[src/rtl/change_dispenser.sv]
// ---------------------------------------------------------------------------
// change_dispenser
//   Payout side of the vending datapath. Accepts one settlement request
//   (optional can release plus change in 10-yen units), pulses the can gate,
//   then pays the change greedily one coin at a time through the 100/50/10-yen
//   hoppers. Each coin line is held until the hopper acknowledges it. The
//   block reports completion with a done pulse, or a hopper fault with a
//   sticky err flag.
//
//   Optional build macro: HOPPER_EMPTY_EN
//     Adds hop_empty[2:0] (bit2=100, bit1=50, bit0=10 yen). Empty hoppers are
//     skipped when choosing the next coin. If change is still owed and no
//     usable coin remains, the block faults.
//
// Ports
//   clk        clock
//   rst        synchronous reset, active low
//   req        settlement request, accepted when req && ready
//   req_amt    change amount, 10-yen units
//   req_can    release one can for this request
//   hop_empty  per-hopper empty flags (HOPPER_EMPTY_EN builds only)
//   ready      high only while idle
//   can_out    one-cycle can-gate pulse
//   coin_a0    100-yen hopper drive, held until coin_ack
//   coin_50    50-yen hopper drive, held until coin_ack
//   coin_10    10-yen hopper drive, held until coin_ack
//   coin_ack   hopper reports the current coin delivered
//   remain     change still owed, 10-yen units
//   done       one-cycle pulse when settlement completes
//   err        sticky hopper-fault flag, cleared only by reset
// ---------------------------------------------------------------------------
module change_dispenser #(
  parameter int AMT_W       = 5,
  parameter int GAP         = 2,
  parameter int ACK_TIMEOUT = 15
) (
  input  logic             clk,
  input  logic             rst,
  input  logic             req,
  input  logic [AMT_W-1:0] req_amt,
  input  logic             req_can,
`ifdef HOPPER_EMPTY_EN
  input  logic [2:0]       hop_empty,
`endif
  output logic             ready,
  output logic             can_out,
  output logic             coin_a0,
  output logic             coin_50,
  output logic             coin_10,
  input  logic             coin_ack,
  output logic [AMT_W-1:0] remain,
  output logic             done,
  output logic             err
);

  typedef enum logic [2:0] {
    S_IDLE, S_CAN, S_SEL, S_COIN, S_WAIT, S_DONE, S_ERR
  } state_t;

  localparam logic [AMT_W-1:0] V100 = AMT_W'(10);
  localparam logic [AMT_W-1:0] V50  = AMT_W'(5);
  localparam logic [AMT_W-1:0] V10  = AMT_W'(1);
  localparam logic [7:0] TO_LAST  = 8'(ACK_TIMEOUT - 1);
  localparam logic [7:0] GAP_LAST = 8'(GAP - 1);

  state_t           state_q, state_d;
  logic [AMT_W-1:0] rem_q, rem_d;
  logic             can_pend_q, can_pend_d;
  logic [2:0]       sel_q, sel_d;     // one-hot {100, 50, 10}
  logic [7:0]       cnt_q, cnt_d;     // ack timeout in COIN, gap count in WAIT
  logic [2:0]       coin_q, coin_d;
  logic             can_out_q, can_out_d;
  logic             done_q, done_d;
  logic             err_q, err_d;

  logic [2:0]       avail;
  logic [AMT_W-1:0] coin_val;

`ifdef HOPPER_EMPTY_EN
  assign avail = ~hop_empty;
`else
  assign avail = 3'b111;
`endif

  always_comb begin
    coin_val = V10;
    unique case (sel_q)
      3'b100:  coin_val = V100;
      3'b010:  coin_val = V50;
      default: coin_val = V10;
    endcase
  end

  always_comb begin
    state_d    = state_q;
    rem_d      = rem_q;
    can_pend_d = can_pend_q;
    sel_d      = sel_q;
    cnt_d      = cnt_q;

    unique case (state_q)
      S_IDLE: begin
        if (req) begin
          rem_d      = req_amt;
          can_pend_d = req_can;
          state_d    = S_CAN;
        end
      end
      S_CAN: state_d = S_SEL;
      S_SEL: begin
        cnt_d = 8'd0;
        if (rem_q == '0) begin
          state_d = S_DONE;
        end else if (avail[2] && rem_q >= V100) begin
          sel_d   = 3'b100;
          state_d = S_COIN;
        end else if (avail[1] && rem_q >= V50) begin
          sel_d   = 3'b010;
          state_d = S_COIN;
        end else if (avail[0]) begin
          sel_d   = 3'b001;
          state_d = S_COIN;
        end else begin
          // Change owed but every fitting hopper is empty.
          state_d = S_ERR;
        end
      end
      S_COIN: begin
        // An ack on the final allowed cycle still counts as delivered.
        if (coin_ack) begin
          rem_d   = rem_q - coin_val;
          cnt_d   = 8'd0;
          state_d = S_WAIT;
        end else if (cnt_q == TO_LAST) begin
          state_d = S_ERR;
        end else begin
          cnt_d = cnt_q + 8'd1;
        end
      end
      S_WAIT: begin
        if (cnt_q == GAP_LAST) state_d = S_SEL;
        else                   cnt_d   = cnt_q + 8'd1;
      end
      S_DONE:  state_d = S_IDLE;
      S_ERR:   state_d = S_ERR;
      default: state_d = S_IDLE;
    endcase

    // Outputs are decoded from the next state so they come straight off flops.
    coin_d    = (state_d == S_COIN) ? sel_d : 3'b000;
    can_out_d = (state_d == S_CAN) && can_pend_d;
    done_d    = (state_d == S_DONE);
    err_d     = (state_d == S_ERR);
  end

  always_ff @(posedge clk) begin
    if (!rst) begin
      state_q    <= S_IDLE;
      rem_q      <= '0;
      can_pend_q <= 1'b0;
      sel_q      <= 3'b000;
      cnt_q      <= 8'd0;
      coin_q     <= 3'b000;
      can_out_q  <= 1'b0;
      done_q     <= 1'b0;
      err_q      <= 1'b0;
    end else begin
      state_q    <= state_d;
      rem_q      <= rem_d;
      can_pend_q <= can_pend_d;
      sel_q      <= sel_d;
      cnt_q      <= cnt_d;
      coin_q     <= coin_d;
      can_out_q  <= can_out_d;
      done_q     <= done_d;
      err_q      <= err_d;
    end
  end

  assign ready   = (state_q == S_IDLE);
  assign can_out = can_out_q;
  assign coin_a0 = coin_q[2];
  assign coin_50 = coin_q[1];
  assign coin_10 = coin_q[0];
  assign remain  = rem_q;
  assign done    = done_q;
  assign err     = err_q;

endmodule

[config.mk]
export PLATFORM = sky130hd
export DESIGN_NAME = change_dispenser
export DESIGN_NICKNAME = d
export VERILOG_FILES = /design/src/rtl/change_dispenser.sv
export SDC_FILE = /design/constraint.sdc
export NUM_CORES = 1
export LEC_CHECK = 0
export ABC_AREA = 1
export CAP_MARGIN = 10
export CORE_ASPECT_RATIO = 1.5
export CORE_MARGIN = 2
export CORE_UTILIZATION = 25
export DETAILED_ROUTE_END_ITERATION = 8
export SYNTH_ARGS = -nofsm -noshare
export SYNTH_HDL_FRONTEND = slang
export SYNTH_SLANG_ARGS = --single-unit
[constraint.sdc]
create_clock -name clk -period 3.9 [get_ports clk]
set_clock_uncertainty 0.2 [all_clocks]
set_input_delay 0.975 -clock clk [delete_from_list [all_inputs] [get_ports clk]]
set_output_delay 0.975 -clock clk [all_outputs]
set_load 0.1 [all_outputs]
Word level (Yosys, flattened, before mapping)
Index checks and enable logic that the tools add are counted.
{"block": "word_totals", "ramBits": 0, "n_memories": 0, "register_bits": 26, "romBits": 0, "elab_cells": 58, "latch_bits": 0}
{"block": "op_classes", "n_div": 0, "n_lt_le_gt_ge": 2, "bitwise_logic": 0, "muxes": 20, "mul": 0, "n_reduce_logical": 8, "addsub": 2, "shifts": 0, "n_eq_ne": 17}
{"cell": "3-bit two-way mux", "count": 8}
{"cell": "8-bit two-way mux", "count": 3}
{"cell": "8-bit case mux with 3 select lines", "count": 1}
{"cell": "3-bit case mux with 6 select lines", "count": 1}
{"cell": "3-bit equality test (second input constant)", "count": 5}
{"cell": "3-bit by 2-bit equality test with 1-bit output (second input constant)", "count": 4}
{"cell": "5-bit two-way mux", "count": 2}
{"cell": "5-bit case mux with 2 select lines", "count": 1}
{"cell": "8-bit by 1-bit adder with 8-bit output (second input constant)", "count": 1}
{"cell": "8-bit by 1-bit equality test with 1-bit output (second input constant)", "count": 1}
{"cell": "8-bit by 4-bit equality test with 1-bit output (second input constant)", "count": 1}
{"cell": "4-bit case mux with 2 select lines", "count": 1}
{"cell": "3-bit by 1-bit equality test with 1-bit output (second input constant)", "count": 2}
{"cell": "2-bit inequality test (second input constant)", "count": 3}
{"cell": "3-bit AND reduction", "count": 2}
{"cell": "5-bit by 3-bit greater-or-equal comparator with 1-bit output (second input constant)", "count": 1}
{"cell": "5-bit by 4-bit greater-or-equal comparator with 1-bit output (second input constant)", "count": 1}
{"cell": "5-bit zero test", "count": 1}
{"cell": "5-bit by 4-bit subtractor with 5-bit output", "count": 1}
{"cell": "3-bit zero test", "count": 1}
{"cell": "3-bit inequality test (second input constant)", "count": 1}
{"cell": "3-bit nonzero test", "count": 1}
{"cell": "1-bit two-way mux", "count": 2}
{"cell": "2-bit two-way mux", "count": 1}
{"cell": "other kinds (3)", "count": 3}

Longest topological paths before layout
{"block": "depth", "ltp_word": 6, "mapped_depth": 11, "ltp_nobuf": 11}

Worst setup path before layout
OpenSTA, ideal clock, no wires.
{"block": "synth_path", "path_type": "register to output", "from": "register state_q[1]", "to": "output port ready", "stages_incl_launch_ff": 3, "required_ps": 2725, "arrival_ps": 1285, "setup_slack_ps": 1440, "path_cell_list": "dfxtp_1 > buf_2 > nor3_4"}
{"block": "synth_via", "elab_chain_len": 1}
{"element": "start, declared", "line_no": "66", "rtl": "state_t state_q, state_d;"}
{"element": "start signal, assigned", "line_no": "168", "rtl": "state_q <= state_d;"}
{"element": "3-bit zero test", "line_no": "180", "rtl": "assign ready = (state_q == S_IDLE);"}
{"element": "end, declared", "line_no": "45", "rtl": "output logic ready,"}
No other way between the ends.

Worst setup path after layout
{"block": "layout_path", "from": "register done_q (netlist: done)", "to": "output port done"}
{"element": "start, declared", "line_no": "73", "rtl": "logic done_q, done_d;"}
{"element": "start signal, assigned", "line_no": "175", "rtl": "done_q <= done_d;"}
{"element": "end, declared", "line_no": "52", "rtl": "output logic done,"}
No word-level cell between the ends.

==> results.sh <==
export IMPL_die_x_um=69.2
export IMPL_core_area_um2=6170
export IMPL_synth_xor_area_frac=0.0110
export IMPL_crit_cells=1
export IMPL_fmax_mhz=344
export IMPL_htree_levels=1
export IMPL_worstMarginPinSlew_ps=972
export IMPL_synth_edf_count=0
export IMPL_arrival_ps=1740
export IMPL_routedWlPerCell_um=11.1
export IMPL_num_vias=1534
export IMPL_synthAdderAreaFrac=0.0675
export IMPL_vias_per_cell=4.62
export IMPL_ys_top_cells_by_area="dfxtp_1 (33%), nand2_1 (13%), nor2_1 (8.7%), nand3_1 (6.3%), inv_1 (6.1%)"
export IMPL_holdBufCountCts=0
export IMPL_syn_cell_area_um2=1600
export IMPL_ios=22
export IMPL_cts_buffers=3
export IMPL_startpoint_type="register"
export IMPL_grt_pass1_vias=1490
export IMPL_grt_ovfl_total=0
export IMPL_cts_resized=0
export IMPL_setup_violations=0
export IMPL_first_pass_iters=4
export IMPL_final_cell_area_um2=1920
export IMPL_powerDensity_nw_per_um2=451
export IMPL_cp_slowest_cell="clkdlybuf4s50_1"
export IMPL_fillers=674
export IMPL_yosysMostFrequentCell="nand2_1"
export IMPL_hold_violations=0
export IMPL_fin_util=0.310
export IMPL_crit_chain="clkdlybuf4s50_1"
export IMPL_p_leak_uw=0.000861
export IMPL_area_delta_synth_final_pct=20.2
export IMPL_clk_pin_slew_ps=90
export IMPL_timing_final_crit_share=0.746
export IMPL_synth_ff_type="dfxtp_1"
export IMPL_syn_num_nets=255
export IMPL_drive_gt1_frac=0.112
export IMPL_antenna_cells=0
export IMPL_peakVddDrop_v=0.000258
export IMPL_relSlewSlack=0.350
export IMPL_instances_no_fill=332
export IMPL_total_power_uw=864
export IMPL_cts_sinks=26
export IMPL_rsz0062_at_grt="no"
export IMPL_fin_setup_tns_ps=0
export IMPL_yosysTopAreaCellShare=0.326
export IMPL_async_flop_share=0
export IMPL_yosysUniqueCellTypes=29
export IMPL_fin_crit_ps=2910
export IMPL_layout_nets=277
export IMPL_root_buffer="clkbuf_8"
export IMPL_cts_tree="built"
export IMPL_fp_row_count=35
export IMPL_globalplace_congestion=0.827
export IMPL_ys_warn_count=0
export IMPL_grt_usage=0.113
export IMPL_drv_slew=0
export IMPL_clockBufferDepth=2
export IMPL_muxShareOfSynthArea=0
export IMPL_synth_simple_gate_area_share=0.413
export IMPL_drt_total_wl_um=3670
export IMPL_clkLatencyLatePin_ps=270
export IMPL_die_h_um=102
export IMPL_antenna_found_initial=0
export IMPL_ys_ff_latch=26
export IMPL_grt_pass1_wl_um=6580
export IMPL_holdPathStages=2
export IMPL_post_cts_repair_setup_buffers=0
export IMPL_rr_worst_depth=7
export IMPL_grt_start_max_net_pins=16
export IMPL_max_stage_delay_ps=1130
export IMPL_initial_utilization=0.258
export IMPL_die_area_um2=7050
export IMPL_cp_max_fo=1
export IMPL_crit_type="register to output pin"
export IMPL_hold_path_class="register to register"
export IMPL_synth_top_cell_by_area="dfxtp_1"
export IMPL_hpwl_um=2970
export IMPL_cp_buffers_inverters=1
export IMPL_worstPathRequired_ps=2720
export IMPL_end_kind="output pin"
export IMPL_netlist_top_cells_count="nand2_1 (57), nor2_1 (37), dfxtp_1 (26), inv_1 (26), nand3_1 (20)"
export IMPL_maxCapViolCount=0
export IMPL_drtIter0Drc=23
export IMPL_outcome="finished, final reports clean"
export IMPL_yosysSeqAreaShare=0.326
export IMPL_placedCellCount=328
export IMPL_ant_nets=0
export IMPL_io_buffers=21
export IMPL_drc=0
export IMPL_synth_compound_area_frac=0.0965
export IMPL_cp_top_family="buffers and inverters"
export IMPL_syn_inst=237
export IMPL_post_dp_cell_area_um2=1860
export IMPL_synth_top_family_by_area="simple AND/OR/NAND/NOR gates"
export IMPL_avgSynthCellArea_um2=6.73
-- report_power, final --
part           leakage [uW]  internal, uW  switching (uW)
sequential         0.000211           290            34.0
combinational      0.000621           111             252
clock             0.0000288          90.4            86.7
-- path summary, 6_finish.rpt --
check | slack [ps] | startpoint | end
worst max-delay path | 990 | done$_SDFF_PN0_ | done
worst min-delay path | 310 | cnt_q[7]$_SDFFE_PN0P_ | cnt_q[7]$_SDFFE_PN0P_
worst max register to register | 1850 | state_q[1]$_SDFF_PN0_ | remain[0]$_SDFFE_PN0P_
worst min register to register | 310 | cnt_q[7]$_SDFFE_PN0P_ | cnt_q[7]$_SDFFE_PN0P_
-- layer usage --
metal  wire length (um)  vias to the layer above  GRT usage
met5                  0                        -          0
met4                113                        0     0.0437
met3                 86                       10     0.0118
met2               1960                       30      0.220
met1               1520                      692      0.125
li1                   -                      802          -
-- final cells by class --
type	instances	area, um2	area share
well taps	74	92.6	0.0483
clock buffers	4	55.1	0.0287
multi-input cells	176	937	0.489
flip-flops and latches	26	520	0.272
inverters	31	116	0.0607
repair buffers	21	195	0.102
-- registers in the layout, summed over array words and instances (netlist names) --
| register | count |
|---|---|
| cnt_q | 8 |
| remain | 5 |
| coin_q | 3 |
| sel_q | 3 |
| state_q | 3 |
| can_out | 1 |
| can_pend_q | 1 |
| done | 1 |
| err | 1 |
-- metrics by stage --
step	setup slack, ps	hold slack [ps]
6_report	989	308
5_1_grt	938	353
4_1_cts	970	310
3_5_place_dp	1280	296
3_3_place_gp	1260	295
2_1_floorplan	1440	268
-- kinds of logic (layout without fill, tap and decap cells) --
logic type	count (synthesis)	count (layout)
AO/OA/AOI/OAI	28	28
XOR/XNOR	2	2
adder cells (fa/ha/maj)	8	8
buffers and inverters	35	56
flip-flops	26	26
AND/OR/NAND/NOR	138	138
-- placed cells by master, fill, tap and decap left out, drive strengths merged --
cell type	Yosys	routed
buf	3	6
or2	1	1
inv	31	31
nor2	39	39
a21oi	12	12
dfxtp	26	26
nand2	61	61
o211ai	1	1
nand3	24	24
fa	1	1
o21bai	1	1
nor3	3	3
o21ai	11	11
ha	7	7
nand4	6	6
nand3b	4	4
a21boi	1	1
xor2	2	2
clkbuf	1	4
clkdlybuf4s50	0	15
a31oi	2	2
No activity file was read; power rests on OpenSTA's default activity.
==> patch 1: new RTL, same flow settings <==
Make the reset (`rst`) asynchronous in one clocked block. Comments in the files are not updated.
--- a/src/rtl/change_dispenser.sv
+++ b/src/rtl/change_dispenser.sv
@@ -153,7 +153,7 @@
     err_d     = (state_d == S_ERR);
   end
 
-  always_ff @(posedge clk) begin
+  always_ff @(posedge clk or negedge rst) begin
     if (!rst) begin
       state_q    <= S_IDLE;
       rem_q      <= '0;
Behaviour: differs if rst is asserted again (counterexample within 4 cycles, from zero or initial values and one cycle with rst low); with rst held inactive, the same outputs for 10 cycles.
==> patch 1 against the original RTL <==
Die area about the same; sequential cell count down 1; setup slack better by 0.011 ns; global-route usage fell by 0.35 points; critical path type unchanged; wire length fell by 0.90%; area after synthesis is essentially flat; cell area up 0.33%.
Power is not compared: it rests on default switching activity, and its combinational part moved more than twofold at a synthesized area within 25%.
==> patch 1: results (changes against the original RTL) <==
reg2reg start - state_q[0] (was state_q[1])
Post-DP HPWL - 2.86 mm (was 2.97 mm)
CP startpoint - err (was done)
GR Layer Usage met1 - 0.115 (was 0.125)
worst hold start - sel_q[0] (was cnt_q[7])
Synth Area in Adders - 0.0674 (was 0.0675)
sequential share of the synthesized area - 0.392 (was 0.326)
Synth top cells by count - 59 x nand2_1, 27 x inv_1, 26 x nor2_1 (was 57 x nand2_1, 37 x nor2_1, 26 x dfxtp_1, 26 x inv_1, 20 x nand3_1)
mux contribution to synthesized area - 0 (unchanged)
Distinct cells, synth - 28 (was 29)
post-synthesis compound-gate area fraction - 0.0972 (was 0.0965)
Fmax - 345 MHz (was 344 MHz)
met3 Usage GRT - 0.0168 (was 0.0118)
r2r worst-path depth - 9 (was 7)
internal reg-to-reg setup slack - 1.94 ns (was 1.85 ns)
Worst slew margin - 0.356 (was 0.350)
initial DRC count - 114 (was 23)
asr flop ratio synth - 1.00 (was 0)
pin count of the biggest net entering global routing - 26 (was 16)
vias - 1475 (was 1534)
first-pass GRT wire length - 6.33 mm (was 6.58 mm)
Filler cells - 678 (was 674)
Syn Nets - 238 (was 255)
grt met2 use - 0.220 (about the same)
Post-Synth XOR/XNOR Area - 0.0110 (about the same)
final RePlAce weighted congestion - 0.828 (was 0.827)
Total GRT Usage - 0.110 (was 0.113)
crit path max-delay cell type - clkdlybuf4s50_1 (unchanged)
post_cts resized - 0 (unchanged)
Layout area overhead - 20.5% (was 20.2%)
Synth Flop Type - dfrtp_1 (was dfxtp_1)
routed length per instance - 11.5 µm (was 11.1 µm)
Worst Hold Path EP - sel_q[0] (was cnt_q[7])
FF-to-FF End - cnt_q[3] (was remain[0])
outcome - finished clean (unchanged)
Place WS - 1.29 ns (was 1.28 ns)
Final Net Count - 262 (was 277)
# diodes - 0 (unchanged)
share of cells above drive strength 1 - 0.0988 (was 0.112)
-- patch 1: changes by cell type after synthesis, moves of 2 or more --
cell	unedited run	this run
a21oi_1	11	9
dfrtp_1	0	25
dfxtp_1	26	0
inv_2	5	2
nand2_1	57	59
nand3_2	2	0
nand3b_1	3	1
nor2_1	37	26
nor2_2	2	0
o211ai_1	1	3
-- patch 1: cell type report --
type,instances,share of cell area
sequential,25,0.325
tap,74,0.0481
timing repair buffer,22,0.105
clock inverter,1,0.00260
inverter,31,0.0618
clock buffer,3,0.0215
multi-input combinational,161,0.435
-- patch 1: worst max-delay path by stage --
| stage | cells past startpoint | to |
|---|---|---|
| final | 1 | err |
| after CTS | 1 | err |
| after floorplan | 2 | ready |
| after global placement | 1 | coin_a0 |
| after global routing | 1 | can_out |
| after detailed placement | 1 | err |
-- patch 1: through the flow --
stage          std cells  power [mW]  hold WS [ns]  cell area (µm²)
2_1_floorplan        220       0.266         0.268             1600
3_3_place_gp         313       0.282         0.314             1880
3_5_place_dp         313       0.282         0.317             1880
4_1_cts              317       0.440         0.338             1920
5_1_grt              317       0.450         0.383             1920
6_report             317       0.433         0.336             1920
-- patch 1: power groups by stage --
stage | combinational [mW] | clock, mW | sequential (mW)
6_report | 0.0173 | 0.157 | 0.259
4_1_cts | 0.0183 | 0.163 | 0.259
3_3_place_gp | 0.0181 | 0 | 0.264
2_1_floorplan | 0.00159 | 0 | 0.264
5_1_grt | 0.0198 | 0.171 | 0.259
3_5_place_dp | 0.0182 | 0 | 0.264
-- patch 1: layer usage --
| layer | wire [µm] | part of all wire | up-vias |
|---|---|---|---|
| met5 | 0 | 0 | - |
| met4 | 56 | 0.015 | 0 |
| met3 | 119 | 0.033 | 7 |
| met2 | 2010 | 0.55 | 27 |
| met1 | 1460 | 0.40 | 686 |
| li1 | - | - | 755 |
==> patch 2: new RTL, config.mk and constraints unchanged <==
Made on the original files. `AMT_W`: 5 -> 10.
--- a/src/rtl/change_dispenser.sv
+++ b/src/rtl/change_dispenser.sv
@@ -30,7 +30,7 @@
 //   err        sticky hopper-fault flag, cleared only by reset
 // ---------------------------------------------------------------------------
 module change_dispenser #(
-  parameter int AMT_W       = 5,
+  parameter int AMT_W       = 10,
   parameter int GAP         = 2,
   parameter int ACK_TIMEOUT = 15
 ) (
Ports: changed (resized remain and req_amt); port bits go from 22 to 32. No check against the original RTL was run, so the function may have changed too.
==> patch 2 against the original RTL <==
Area after synthesis increased by 27%; total power increased by 56%; sequential cell count increased by 5; wire length increased by 42%; combinational power increased by 40%; cell area increased by 34%; register-to-register slack got worse by 0.38 ns; critical path type unchanged; setup slack improved by 0.027 ns; clock power increased to 2.6 times the old value; largest cell class unchanged; via count increased by 32%; sequential power increased by 19%; core utilization increased by 1.4 points; sequential share of layout area decreased by 3.0 points.
==> patch 2: results (changes against the original RTL) <==
input/output buffers - 31 (was 21)
final RePlAce weighted congestion - 0.806 (was 0.827)
Total GRT Usage - 0.126 (was 0.113)
drt pass-1 iters - 4 (unchanged)
Filler cells - 892 (was 674)
vias - 2022 (was 1534)
clock slew at reported path FFs - 0.05 ns (was 0.09 ns)
clk_lat worst skew - 0.28 ns
sequential share of the synthesized area - 0.307 (was 0.326)
synth top area cells - dfxtp_1 31%, nand2_1 15%, nand3_1 7.4%, inv_1 6.9%, nor2_1 6.3% (was dfxtp_1 33%, nand2_1 13%, nor2_1 8.7%, nand3_1 6.3%, inv_1 6.1%)
CP arrival - 1.71 ns (was 1.74 ns)
Syn Nets - 335 (was 255)
Distinct cells, synth - 34 (was 29)
initial DRC count - 94 (was 23)
first-pass GRT wire length - 8.96 mm (was 6.58 mm)
# diodes - 0 (unchanged)
routed length per instance - 11.6 µm (was 11.1 µm)
CTS HTree Levels - 2 (was 1)
Post-DP HPWL - 3.95 mm (was 2.97 mm)
Final Net Count - 367 (was 277)
Synth Flop Type - dfxtp_1 (unchanged)
total CTS buffers - 5 (was 3)
Tightest Pin Transition - 0.966 ns (was 0.972 ns)
Place WS - 0.867 ns (was 1.28 ns)
asr flop ratio synth - 0 (unchanged)
outcome - finished clean (unchanged)
Leakage - 1.12 nW (was 0.861 nW)
M1 wire length - 2.17 mm (was 1.52 mm)
post_cts resized - 0 (unchanged)
initial antenna violation count - 0 (unchanged)
Top Metal Used - met4 (unchanged)
max reg flops - 10 (was 8)
peak supply drop - 0.000211 V (was 0.000258 V)
crit-path max FO - 1 (unchanged)
share of cells above drive strength 1 - 0.122 (was 0.112)
met3 wire len - 132 µm (was 86 µm)
root buffer cell - clkbuf_16 (was clkbuf_8)
post-CTS setup buffers - 0 (unchanged)
crit-path leading delay family - buffers and inverters (unchanged)
vias in the first global route - 1928 (was 1490)
pin count of the biggest net entering global routing - 21 (was 16)
Synth top cells by count - 79 x nand2_1, 37 x inv_1, 34 x nor2_1 (was 57 x nand2_1, 37 x nor2_1, 26 x dfxtp_1, 26 x inv_1, 20 x nand3_1)
Hold WC Path Type - reg -> reg (unchanged)
Routed met2 length - 2.78 mm (was 1.96 mm)
-- patch 2: changes by cell type after synthesis, sizes merged, moves of 5 or more --
cell,change
nand2,+21
inv,+14
nand3,+9
o21ai,+9
a21oi,+7
dfxtp,+5
-- patch 2: area by class of cell --
type,instances,share of cell area
Sequential cell,31,0.242
Timing Repair Buffer,31,0.110
Tap cell,105,0.0512
Inverter,46,0.0673
Clock inverter,2,0.0137
Multi-Input combinational cell,229,0.462
Clock buffer,6,0.0541
-- patch 2: final timing paths --
check	start	endpoint	slack, ns	cells past startpoint
hold reg to reg	remain[0]	remain[0]	0.32	2
hold / removal	remain[0]	remain[0]	0.32	2
setup / recovery	coin_q[0]	coin_10	1.02	1
setup reg to reg	sel_q[2]	remain[4]	1.47	10
-- patch 2: report_power, final --
part           switching [mW]  internal [mW]
registers              0.0383          0.347
clock network           0.141          0.317
logic                   0.364          0.145
total                   0.543          0.809
-- patch 2: cells by family (layout without fill, tap and decap cells) --
kind of cell    after synthesis  in the layout  synth area share
xor+xnor                      3              3            0.0130
simple gates                171            171             0.394
compound gates               47             47             0.126
buf+inv                      52             85             0.106
fa+ha+maj                     8              8            0.0532
flops                        31             31             0.307
-- patch 2: per-layer routing --
metal	up-vias	global-route usage
met5	-	0
met4	0	0.0536
met3	9	0.0181
met2	34	0.231
met1	910	0.145
li1	1069	-
-- patch 2: stage by stage --
step           total power, mW  hold WS [ns]   util  instances  area, µm²
3_3_place_gp             0.898         0.299  0.303        442       2390
6_report                  1.35         0.317  0.325        450       2570
4_1_cts                   1.36         0.319  0.325        450       2570
2_1_floorplan            0.787         0.280      -        312       2020
3_5_place_dp             0.899         0.306  0.303        442       2390
5_1_grt                   1.44         0.337  0.325        450       2570
